<file path="config.mk">
export PLATFORM = sky130hd
export DESIGN_NAME = sigmoid_arbiter_flat
export DESIGN_NICKNAME = d
export VERILOG_FILES = /design/src/rtl/sigmoid_arbiter_pkg.sv /design/src/rtl/sigmoid_arbiter_if.sv /design/src/rtl/sigmoid_arbiter_rr_arbiter.sv /design/src/rtl/sigmoid_arbiter.sv /design/src/flat_wrapper.sv
export SDC_FILE = /design/constraint.sdc
export NUM_CORES = 1
export LEC_CHECK = 0
export ABC_AREA = 1
export ABC_CLOCK_PERIOD_IN_PS = 5900
export BUFFER_PORTS_ARGS = -buffer_cell sky130_fd_sc_hd__buf_4
export CAP_MARGIN = 20
export CORE_ASPECT_RATIO = 0.7
export CORE_UTILIZATION = 40
export CTS_CLUSTER_DIAMETER = 30
export DETAILED_ROUTE_END_ITERATION = 10
export SLEW_MARGIN = 20
export SYNTH_ARGS = -nofsm -noshare
export SYNTH_HDL_FRONTEND = slang
export SYNTH_SLANG_ARGS = --single-unit
</file>
<file path="constraint.sdc">
create_clock -name clk -period 5.9 [get_ports clk]
set_clock_uncertainty 0.05 [all_clocks]
set_input_delay 0.295 -clock clk [delete_from_list [all_inputs] [get_ports clk]]
set_output_delay 0.295 -clock clk [all_outputs]
set_load 0.005 [all_outputs]
</file>
<file path="src/rtl/sigmoid_arbiter_pkg.sv">
// Shared constants, tag type and ID-width helper for the sigmoid LUT arbiter.
package sigmoid_pkg;

  localparam int DEF_IN_WIDTH   = 10;
  localparam int DEF_DATA_WIDTH = 16;
  localparam int DEF_LUT_LAT    = 1;

  // Wide enough for the largest supported requester count (32).
  localparam int TAG_ID_W = 5;

  typedef struct packed {
    logic                vld;
    logic [TAG_ID_W-1:0] id;
  } tag_t;

  function automatic int clog2_min1(input int n);
    return (n <= 2) ? 1 : $clog2(n);
  endfunction

endpackage

</file>
<file path="src/rtl/sigmoid_arbiter_if.sv">
// Neuron-side request/response bundle plus the LUT data path for the sigmoid arbiter.
interface sigmoid_arbiter_if
  import sigmoid_pkg::*;
#(
  parameter int N_REQ      = 8,
  parameter int IN_WIDTH   = DEF_IN_WIDTH,
  parameter int DATA_WIDTH = DEF_DATA_WIDTH
);

  logic [N_REQ-1:0]            req_valid;
  logic [N_REQ*IN_WIDTH-1:0]   req_data;
  logic [N_REQ-1:0]            req_ready;
  logic [IN_WIDTH-1:0]         lut_in;
  logic [DATA_WIDTH-1:0]       lut_out;
  logic [N_REQ-1:0]            rsp_valid;
  logic [N_REQ*DATA_WIDTH-1:0] rsp_data;
  logic                        busy;

  modport slave (
    input  req_valid, req_data, lut_out,
    output req_ready, lut_in, rsp_valid, rsp_data, busy
  );

  modport master (
    output req_valid, req_data, lut_out,
    input  req_ready, lut_in, rsp_valid, rsp_data, busy
  );

endinterface

</file>
<file path="src/rtl/sigmoid_arbiter_rr_arbiter.sv">
// Combinational round-robin search: first set request at or after ptr, wrapping at N_REQ.
module rr_arbiter #(
  parameter int N_REQ = 8,
  parameter int ID_W  = 3
) (
  input  logic [N_REQ-1:0] req,
  input  logic [ID_W-1:0]  ptr,
  output logic [N_REQ-1:0] grant,
  output logic [ID_W-1:0]  grant_id,
  output logic             any_req
);

  // Index wraps at N_REQ, so non-power-of-two counts never alias unused slots.
  always_comb begin
    int idx;
    idx      = 0;
    grant    = '0;
    grant_id = '0;
    any_req  = 1'b0;
    for (int off = 0; off < N_REQ; off++) begin
      idx = int'(ptr) + off;
      if (idx >= N_REQ) idx = idx - N_REQ;
      if (!any_req && req[idx]) begin
        any_req    = 1'b1;
        grant[idx] = 1'b1;
        grant_id   = ID_W'(idx);
      end
    end
  end

endmodule

</file>
<file path="src/rtl/sigmoid_arbiter.sv">
// Shares one sigmoid LUT between N_REQ neurons with round-robin grants and tagged returns.
// Optional statistics counters are built when SIGMOID_ARB_STATS_EN is defined.
module sigmoid_arbiter
  import sigmoid_pkg::*;
#(
  parameter int N_REQ      = 8,
  parameter int IN_WIDTH   = DEF_IN_WIDTH,
  parameter int DATA_WIDTH = DEF_DATA_WIDTH,
  parameter int LUT_LAT    = DEF_LUT_LAT
) (
  input  logic        clk,
  input  logic        rst_n,
`ifdef SIGMOID_ARB_STATS_EN
  input  logic        stats_clr,
  output logic [31:0] grant_cnt,
  output logic [31:0] stall_cnt,
`endif
  sigmoid_arbiter_if.slave bus
);

  localparam int ID_W = clog2_min1(N_REQ);

  logic [ID_W-1:0]     ptr;
  logic [ID_W-1:0]     grant_id;
  logic [N_REQ-1:0]    grant;
  logic                any_req;
  logic                accept;
  logic [IN_WIDTH-1:0] lut_in_q;
  tag_t                tags [LUT_LAT+1];
  tag_t                cap;

  rr_arbiter #(
    .N_REQ (N_REQ),
    .ID_W  (ID_W)
  ) u_rr (
    .req      (bus.req_valid),
    .ptr      (ptr),
    .grant    (grant),
    .grant_id (grant_id),
    .any_req  (any_req)
  );

  assign bus.req_ready = rst_n ? grant : '0;
  assign accept        = |(bus.req_valid & bus.req_ready);
  assign bus.lut_in    = accept ? bus.req_data[grant_id*IN_WIDTH +: IN_WIDTH] : lut_in_q;
  assign cap           = tags[LUT_LAT-1];

  always_ff @(posedge clk or negedge rst_n) begin
    if (!rst_n) begin
      ptr      <= '0;
      lut_in_q <= '0;
    end else if (accept) begin
      ptr      <= (grant_id == ID_W'(N_REQ-1)) ? '0 : grant_id + 1'b1;
      lut_in_q <= bus.lut_in;
    end
  end

  // The tag rides alongside the LUT latency so the result can be routed back.
  always_ff @(posedge clk or negedge rst_n) begin
    if (!rst_n) begin
      for (int i = 0; i <= LUT_LAT; i++) tags[i] <= '0;
    end else begin
      tags[0] <= '{vld: accept, id: TAG_ID_W'(grant_id)};
      for (int i = 1; i <= LUT_LAT; i++) tags[i] <= tags[i-1];
    end
  end

  always_ff @(posedge clk or negedge rst_n) begin
    if (!rst_n) begin
      bus.rsp_valid <= '0;
      bus.rsp_data  <= '0;
    end else begin
      bus.rsp_valid <= '0;
      if (cap.vld) begin
        bus.rsp_valid[cap.id]                          <= 1'b1;
        bus.rsp_data[cap.id*DATA_WIDTH +: DATA_WIDTH] <= bus.lut_out;
      end
    end
  end

  always_comb begin
    bus.busy = 1'b0;
    for (int i = 0; i <= LUT_LAT; i++) bus.busy = bus.busy | tags[i].vld;
  end

`ifdef SIGMOID_ARB_STATS_EN
  logic stall_now;
  assign stall_now = |(bus.req_valid & ~bus.req_ready);

  // Clear wins over increment; both counters stick at all-ones.
  always_ff @(posedge clk or negedge rst_n) begin
    if (!rst_n) begin
      grant_cnt <= '0;
      stall_cnt <= '0;
    end else if (stats_clr) begin
      grant_cnt <= '0;
      stall_cnt <= '0;
    end else begin
      if (accept && (grant_cnt != 32'hFFFF_FFFF)) grant_cnt <= grant_cnt + 32'd1;
      if (stall_now && (stall_cnt != 32'hFFFF_FFFF)) stall_cnt <= stall_cnt + 32'd1;
    end
  end
`endif

endmodule

</file>
<file path="src/flat_wrapper.sv">
// flat-port wrapper written by rule: the top's interface ports become plain ports
module sigmoid_arbiter_flat import sigmoid_pkg::*;
#(
  parameter int N_REQ      = 8,
  parameter int IN_WIDTH   = DEF_IN_WIDTH,
  parameter int DATA_WIDTH = DEF_DATA_WIDTH,
  parameter int LUT_LAT    = DEF_LUT_LAT
)
  (clk, rst_n, bus_req_valid, bus_req_data, bus_lut_out, bus_req_ready, bus_lut_in, bus_rsp_valid, bus_rsp_data, bus_busy);
  sigmoid_arbiter_if #(.N_REQ(N_REQ), .IN_WIDTH(IN_WIDTH), .DATA_WIDTH(DATA_WIDTH)) bus_i ();
  input  logic clk;
  input  logic rst_n;
  input wire logic [$bits(bus_i.req_valid)-1:0] bus_req_valid;
  input wire logic [$bits(bus_i.req_data)-1:0] bus_req_data;
  input wire logic [$bits(bus_i.lut_out)-1:0] bus_lut_out;
  output wire logic [$bits(bus_i.req_ready)-1:0] bus_req_ready;
  output wire logic [$bits(bus_i.lut_in)-1:0] bus_lut_in;
  output wire logic [$bits(bus_i.rsp_valid)-1:0] bus_rsp_valid;
  output wire logic [$bits(bus_i.rsp_data)-1:0] bus_rsp_data;
  output wire logic [$bits(bus_i.busy)-1:0] bus_busy;
  assign bus_i.req_valid = bus_req_valid;
  assign bus_i.req_data = bus_req_data;
  assign bus_i.lut_out = bus_lut_out;
  assign bus_req_ready = bus_i.req_ready;
  assign bus_lut_in = bus_i.lut_in;
  assign bus_rsp_valid = bus_i.rsp_valid;
  assign bus_rsp_data = bus_i.rsp_data;
  assign bus_busy = bus_i.busy;
  sigmoid_arbiter #(.N_REQ(N_REQ), .IN_WIDTH(IN_WIDTH), .DATA_WIDTH(DATA_WIDTH), .LUT_LAT(LUT_LAT)) u_core (.clk(clk), .rst_n(rst_n), .bus(bus_i));
endmodule
</file>
==> flow_metrics.tcl, run 1 <==
set metrics [dict create \
    routed.top_layer "met4" \
    fill_cells 2115 \
    num_vias 8830 \
    fp.coreArea_sq_mm 0.02168 \
    drive_above_1_share_pct 29.43 \
    die_h_microns 126.5 \
    worstPathArrival_ns 4.90 \
    htree_levels 4 \
    antenna_cells 0 \
    synthFlopType "dfrtp_1" \
    worstSetupStartpointType "register" \
    cts_buffers 17 \
    antenna_found_initial 0 \
    final_area_sq_mm 0.01164 \
    power.density_mw_per_mm2 735.4 \
    relSlewSlack_pct 32.44 \
    drcViolationCount 13 \
    post-route-period-util_pct 88.92 \
    synth_edf_count 0 \
    grt_pass1_wl_microns 47750 \
    cp-end-kind "primary output" \
    initial_core_util_pct 40.86 \
    outcome "finished, violations left" \
    syn_avg_cell_area_sq_um 7.709 \
    ys_seq_elements 154 \
    r2r.worst_path.cells 17 \
    synth.area.top_cells "dfrtp_1 (44%), nand2_1 (16%), nand3_1 (9.7%), mux2_2 (6.0%), nor2_1 (3.4%)" \
    setup_viol 0 \
    grt_pass1_vias 8181 \
    grt_max_degree 93 \
    violations "design-rule violations" \
    met3_length_microns 2609 \
    dp_hpwl_microns 23480 \
    register_area_sq_mm 0.003854 \
    min_path_type "in2reg" \
    area_growth_pct 31.39 \
    yosysSeqAreaShare_pct 43.51 \
    clock_latency_ns 0.42 \
    worstReg2RegEnd "u_core.ptr[2]" \
    firstDrtPassIters 10 \
    grt_usage_pct 27.31 \
    synth_top_area_share_pct 43.51 \
    min_from "bus_lut_out[0]" \
    synth_top_area_cell "dfrtp_1" \
    drtIter0Drc 690 \
    power.leakage_nw 6.168 \
    synth.most_common_cell "nand2_1" \
    min_to "u_core.bus.rsp_data[64]" \
    maxSlewViolCount 0 \
    maxCapViolCount 0 \
    tns_ns 0 \
    synthTopCellsByCount "nand2_1 (368), nand3_1 (172), dfrtp_1 (154)" \
    met1_length_microns 15730 \
    grt.overflow.total 0 \
    clock.fmax_ghz 0.1906 \
    hold_depth 3 \
    cts_tree "built" \
    routed_wl_microns 31470 \
    design.die.area_sq_mm 0.02275 \
    irDropWorstVdd_mv 0.5003 \
    root_buffer "clkbuf_16" \
    nNetsFinal 1502 \
    cts_sinks 154 \
    tightest_slew_ns 1.007 \
    syn-cell-area_sq_mm 0.008857 \
    clock_path_buffers 2 \
    hold_viol 0 \
    whs_ns 0.1252 \
    routed_via_density 5.272 \
    rows 45 \
    post_cts_buffers 0 \
    synth.distinct_cells 42 \
    die_w_microns 179.9 \
    post-route-min-period_ns 5.246 \
    synth_cells 1149 \
    syn_nets 1271 \
    rr_startpoint "u_core.ptr[1]" \
    synth-async-reset-ratio_pct 100.0 \
    crit_required_ns 5.56 \
    rsz0062_at_grt "false" \
    drt.antenna.violating_nets 0 \
    postPlaceCellArea_sq_mm 0.01094 \
    multi_input_area_sq_mm 0.004419 \
    path_class "reg2out" \
    cts.clk_slew.worst_paths_ns 0.07 \
    wl_per_cell_microns 18.79 \
    yosysWarnings 0 \
    gp_congestion 0.9400 \
    wl_met2_microns 12730 \
    crit_path_max_fanout 16 \
    ioPinCount 261 \
    rrSetupSlack_ns 1.38 \
    io_buffers 260 \
]
## power by group
part | switching (mW) | internal, mW | total, mW
logic | 3.68 | 1.92 | 5.60
registers | 0.273 | 1.46 | 1.74
clock network | 0.459 | 0.767 | 1.23
total | 4.41 | 4.15 | 8.56
## placed cells by master, fill, tap and decap left out, drive strengths merged, types with 3 or more instances in the layout
cell type,count
nand3,177
mux2,47
bufinv,5
a21oi,4
nand2,391
inv,80
clkbuf,19
nor2,87
o21ai,31
a31oi,3
nor3,58
o31ai,14
nand4,14
buf,270
ha,16
clkinv,6
clkinvlp,3
dfrtp,154
## state kept, by name, summed over array words and instances, names as in the netlist
signal and count:
u_core.bus.rsp_valid 8, u_core.tags 1, u_core.lut_in_q 10, u_core.cap 4, u_core.bus.rsp_data 128, u_core.ptr 3
## how the worst max path moves through the flow
stage / startpoint / to / cells after the start
floorplan: u_core.ptr[0] / bus_lut_in[2] / 24
global placement: u_core.ptr[1] / bus_lut_in[1] / 18
detailed placement: u_core.ptr[1] / bus_lut_in[9] / 18
CTS: u_core.ptr[1] / bus_lut_in[9] / 18
global route: u_core.ptr[1] / bus_lut_in[9] / 20
finish: u_core.ptr[1] / bus_lut_in[9] / 20
## repair_timing
action,CTS,global route
hold buffers,1,0
setup endpoints to repair,0,10
resized for setup,0,3
hold endpoints to repair,80,0
## cell families (layout without fill, tap and decap cells)
| logic type | after synthesis | count (layout) | share of synthesized area [%] |
|---|---|---|---|
| AND/OR/NAND/NOR | 732 | 733 | 37.04 |
| adder cells (fa/ha/maj) | 16 | 16 | 2.260 |
| multiplexers | 47 | 47 | 5.975 |
| buffers and inverters | 141 | 384 | 7.021 |
| XOR/XNOR | 1 | 1 | 0.09890 |
| AO/OA/AOI/OAI | 58 | 58 | 4.097 |
| flip-flops | 154 | 154 | 43.51 |
## per-layer routing
| metal | global-route usage (%) | up-vias |
|---|---|---|
| li1 | - | 4227 |
| met1 | 42.28 | 4211 |
| met2 | 37.83 | 365 |
| met3 | 6.632 | 27 |
| met4 | 6.085 | 0 |
| met5 | 0 | - |
## metrics by stage
stage	util (%)	power (mW)	instances	setup slack, ns
2_1_floorplan	-	5.372	1149	2.598
3_3_place_gp	50.48	7.266	1641	0.9025
3_5_place_dp	50.48	7.256	1641	0.7598
4_1_cts	53.57	8.504	1674	0.2823
5_1_grt	53.69	9.230	1675	0.2451
6_report	53.69	8.559	1675	0.6536
## layout make-up
class | instances | area share [%]
Multi-Input combinational cell | 855 | 37.97
Sequential cell | 154 | 33.11
Timing Repair Buffer | 271 | 17.54
Clock buffer | 19 | 3.806
Tap cell | 282 | 3.032
Inverter | 81 | 2.666
Clock inverter | 13 | 1.871
## worst max-delay path, stage by stage, from the launching register on
cell        delay (ns)
dfrtp_1           0.63
inv_2             0.22
ha_2              0.62
clkinvlp_4        0.36
nand3_1           0.20
nand3_1           0.13
nand2_2           0.10
nor2_4            0.08
nand2_2           0.22
nor2_1            0.06
nor2_1            0.14
nand3_1           0.09
nor2_1            0.13
nand3_1           0.21
nand3_1           0.12
nand2_1           0.10
nor2_4            0.39
nand2_4           0.24
nand2_1           0.14
nand2_1           0.09
buf_4             0.14
No activity file was read; power rests on OpenSTA's default activity.
==> inputs of run 2 (changes only) <==
--- a/config.mk
+++ b/config.mk
@@ -5,7 +5,6 @@
 export SDC_FILE = /design/constraint.sdc
 export NUM_CORES = 1
 export LEC_CHECK = 0
-export ABC_AREA = 1
 export ABC_CLOCK_PERIOD_IN_PS = 5900
 export BUFFER_PORTS_ARGS = -buffer_cell sky130_fd_sc_hd__buf_4
 export CAP_MARGIN = 20
==> run 2 against run 1 <==
Against the previous run:
- the flow now finishes without violations
- sequential share of layout area rose by 0.44 points
- critical path type unchanged
- highest routed layer unchanged
- maximum frequency is 5.9% lower
- via count shrank 14%
- power decreased by 7.0%
- clock-buffer cell count grew 1
- critical path depth fell by 6
- critical endpoint is now bus_lut_in[4]
- sequential power increased by 7%
- routed wire length fell by 10%
- worst hold slack got worse by 0.031 ns
==> flow_metrics.tcl, run 2 <==
set metrics [dict create \
    min_to "u_core.bus.rsp_data[70]" \
    crit_path_max_fanout 22 \
    htree_levels 4 \
    cts_buffers 17 \
    antenna_found_initial 1 \
    postPlaceCellArea_sq_mm 0.01083 \
    r2r.worst_path.cells 13 \
    firstDrtPassIters 5 \
    yosysWarnings 0 \
    rows 44 \
    hold_depth 3 \
    cp-end-kind "primary output" \
    synth.most_common_cell "nand2_1" \
    grt_max_degree 78 \
    drcViolationCount 0 \
    worstPathArrival_ns 5.23 \
    rsz0062_at_grt "false" \
    outcome "finished, final reports clean" \
    die_h_microns 125.0 \
    routed_wl_microns 28300 \
    setup_viol 0 \
    yosysSeqAreaShare_pct 44.61 \
    clock_path_buffers 2 \
    nNetsFinal 1237 \
    clock_latency_ns 0.42 \
    power.leakage_nw 5.432 \
    cts_tree "built" \
    worstSetupStartpointType "register" \
    num_vias 7617 \
    maxCapViolCount 0 \
    relSlewSlack_pct 35.79 \
    min_from "bus_lut_out[6]" \
    ys_seq_elements 154 \
    grt_pass1_vias 7572 \
    routed_via_density 5.425 \
    maxSlewViolCount 0 \
    synth.area.top_cells "dfrtp_1 (45%), nand2_1 (9.1%), mux2i_1 (8.3%), o21ai_0 (6.1%), mux2_2 (3.9%)" \
    post-route-min-period_ns 5.578 \
    irDropWorstVdd_mv 0.3549 \
    initial_core_util_pct 41.18 \
    die_w_microns 177.6 \
    worstReg2RegEnd "u_core.lut_in_q[4]" \
    largest_reg_flops 128 \
    gp_congestion 1.019 \
    hold_viol 0 \
    path_class "reg2out" \
    min_path_type "in2reg" \
    synth_top_area_share_pct 44.61 \
    top_regs "u_core.bus.rsp_data (128), u_core.lut_in_q (10), u_core.bus.rsp_valid (8)" \
    final_area_sq_mm 0.01149 \
    synth_cells 872 \
    design.die.area_sq_mm 0.02220 \
    wl_per_cell_microns 20.15 \
    power.density_mw_per_mm2 693.1 \
    ioPinCount 261 \
    synth_top_area_cell "dfrtp_1" \
    rr_startpoint "u_core.ptr[2]" \
    antenna_cells 0 \
    cts_sinks 154 \
    syn_avg_cell_area_sq_um 9.906 \
    post_cts_buffers 0 \
    clock.fmax_ghz 0.1793 \
    cts.repair.resized 0 \
    grt_usage_pct 26.08 \
    crit_required_ns 5.56 \
    grt.overflow.total 0 \
    drive_above_1_share_pct 34.49 \
    final_cell_mix "buf_4 (276), nand2_1 (210), dfrtp_1 (154)" \
    area_growth_pct 32.97 \
    layout.cells.most_common "buf_4" \
    post-route-period-util_pct 94.55 \
    fill_cells 1895 \
    cts.clk_slew.worst_paths_ns 0.07 \
    crit_start "u_core.ptr[2]" \
    root_buffer "clkbuf_16" \
    syn-cell-area_sq_mm 0.008638 \
    grt_pass1_wl_microns 44130 \
    drtIter0Drc 749 \
    drt.antenna.violating_nets 0 \
    tightest_slew_ns 0.9608 \
    synthFlopType "dfrtp_1" \
    dp_hpwl_microns 20810 \
    synth_edf_count 0 \
    synth-async-reset-ratio_pct 100.0 \
    largest_register "u_core.bus.rsp_data" \
    io_buffers 260 \
    synth.distinct_cells 66 \
    synthTopCellsByCount "nand2_1 (210), dfrtp_1 (154), o21ai_0 (105)" \
    syn_nets 994 \
    tns_ns 0 \
    rrSetupSlack_ns 1.06 \
    fp.coreArea_sq_mm 0.02098 \
]
## run 2: power by group
part	switching [mW]	total (mW)	internal [mW]
Sequential	0.310	1.86	1.55
Combinational	2.59	4.94	2.35
Clock	0.461	1.17	0.705
## run 2: cell families (layout without fill, tap and decap cells)
logic type	after synthesis	count (layout)	synth area share, %
AO/OA/AOI/OAI	161	162	11.65
flip-flops	154	154	44.61
XOR/XNOR	5	5	0.5070
adder cells (fa/ha/maj)	16	16	2.317
buffers and inverters	68	323	3.824
AND/OR/NAND/NOR	320	320	16.19
multiplexers	148	148	20.90
## run 2: worst max-delay path, stage by stage (launching register included)
cell	delay, ns
dfrtp_1	0.69
inv_1	0.28
ha_1	0.49
mux4_1	0.40
mux2i_1	0.17
buf_4	0.18
nand3_1	0.12
a211oi_1	0.78
a41oi_4	0.26
buf_4	0.38
mux2i_1	0.19
mux2i_1	0.09
mux2_1	0.32
mux2_1	0.30
buf_4	0.14
## run 2: worst max-delay path by stage
stage                          endpoint  slack [ns]  cells past startpoint
after CTS                 bus_lut_in[5]        0.21                     12
after detailed placement  bus_lut_in[5]        0.68                     13
after floorplan           bus_lut_in[4]        1.64                     14
final                     bus_lut_in[4]        0.32                     14
after global routing      bus_lut_in[8]       0.003                     14
after global placement    bus_lut_in[5]        0.74                     12
## run 2: layout make-up
class | instances | area, sq um | share of cell area (%)
clock inverters | 12 | 161.4 | 1.405
well taps | 276 | 345.3 | 3.007
flip-flops and latches | 154 | 3854 | 33.55
clock buffers | 20 | 466.7 | 4.063
inverters | 12 | 47.55 | 0.4139
repair buffers | 279 | 2105 | 18.32
multi-input cells | 651 | 4507 | 39.24
## run 2: through the flow
step                setup WS [ns]  util (%)  power [mW]  hold WS (ns)  instances
finish                     0.3217     54.76       7.961       0.09389       1404
global placement           0.7350     51.61       6.751        0.1068       1370
floorplan                   1.642         -       4.946      -0.05059        872
detailed placement         0.6822     51.61       6.745        0.1058       1370
CTS                        0.2102     54.65       7.938       0.08197       1403
global route             0.003391     54.76       8.519       0.09646       1404
## run 2: metal layers
metal | share of wire [%] | vias to the layer above | track usage (%)
li1 | - | 3584 | -
met1 | 48 | 3727 | 38.75
met2 | 42 | 283 | 36.17
met3 | 8.9 | 23 | 8.273
met4 | 1.1 | 0 | 7.039
met5 | 0 | - | 0
## run 2: what timing repair did
item                       in CTS  in global routing
hold endpoints to repair       18                  0
setup endpoints to repair       0                  8
hold buffers                    1                  0
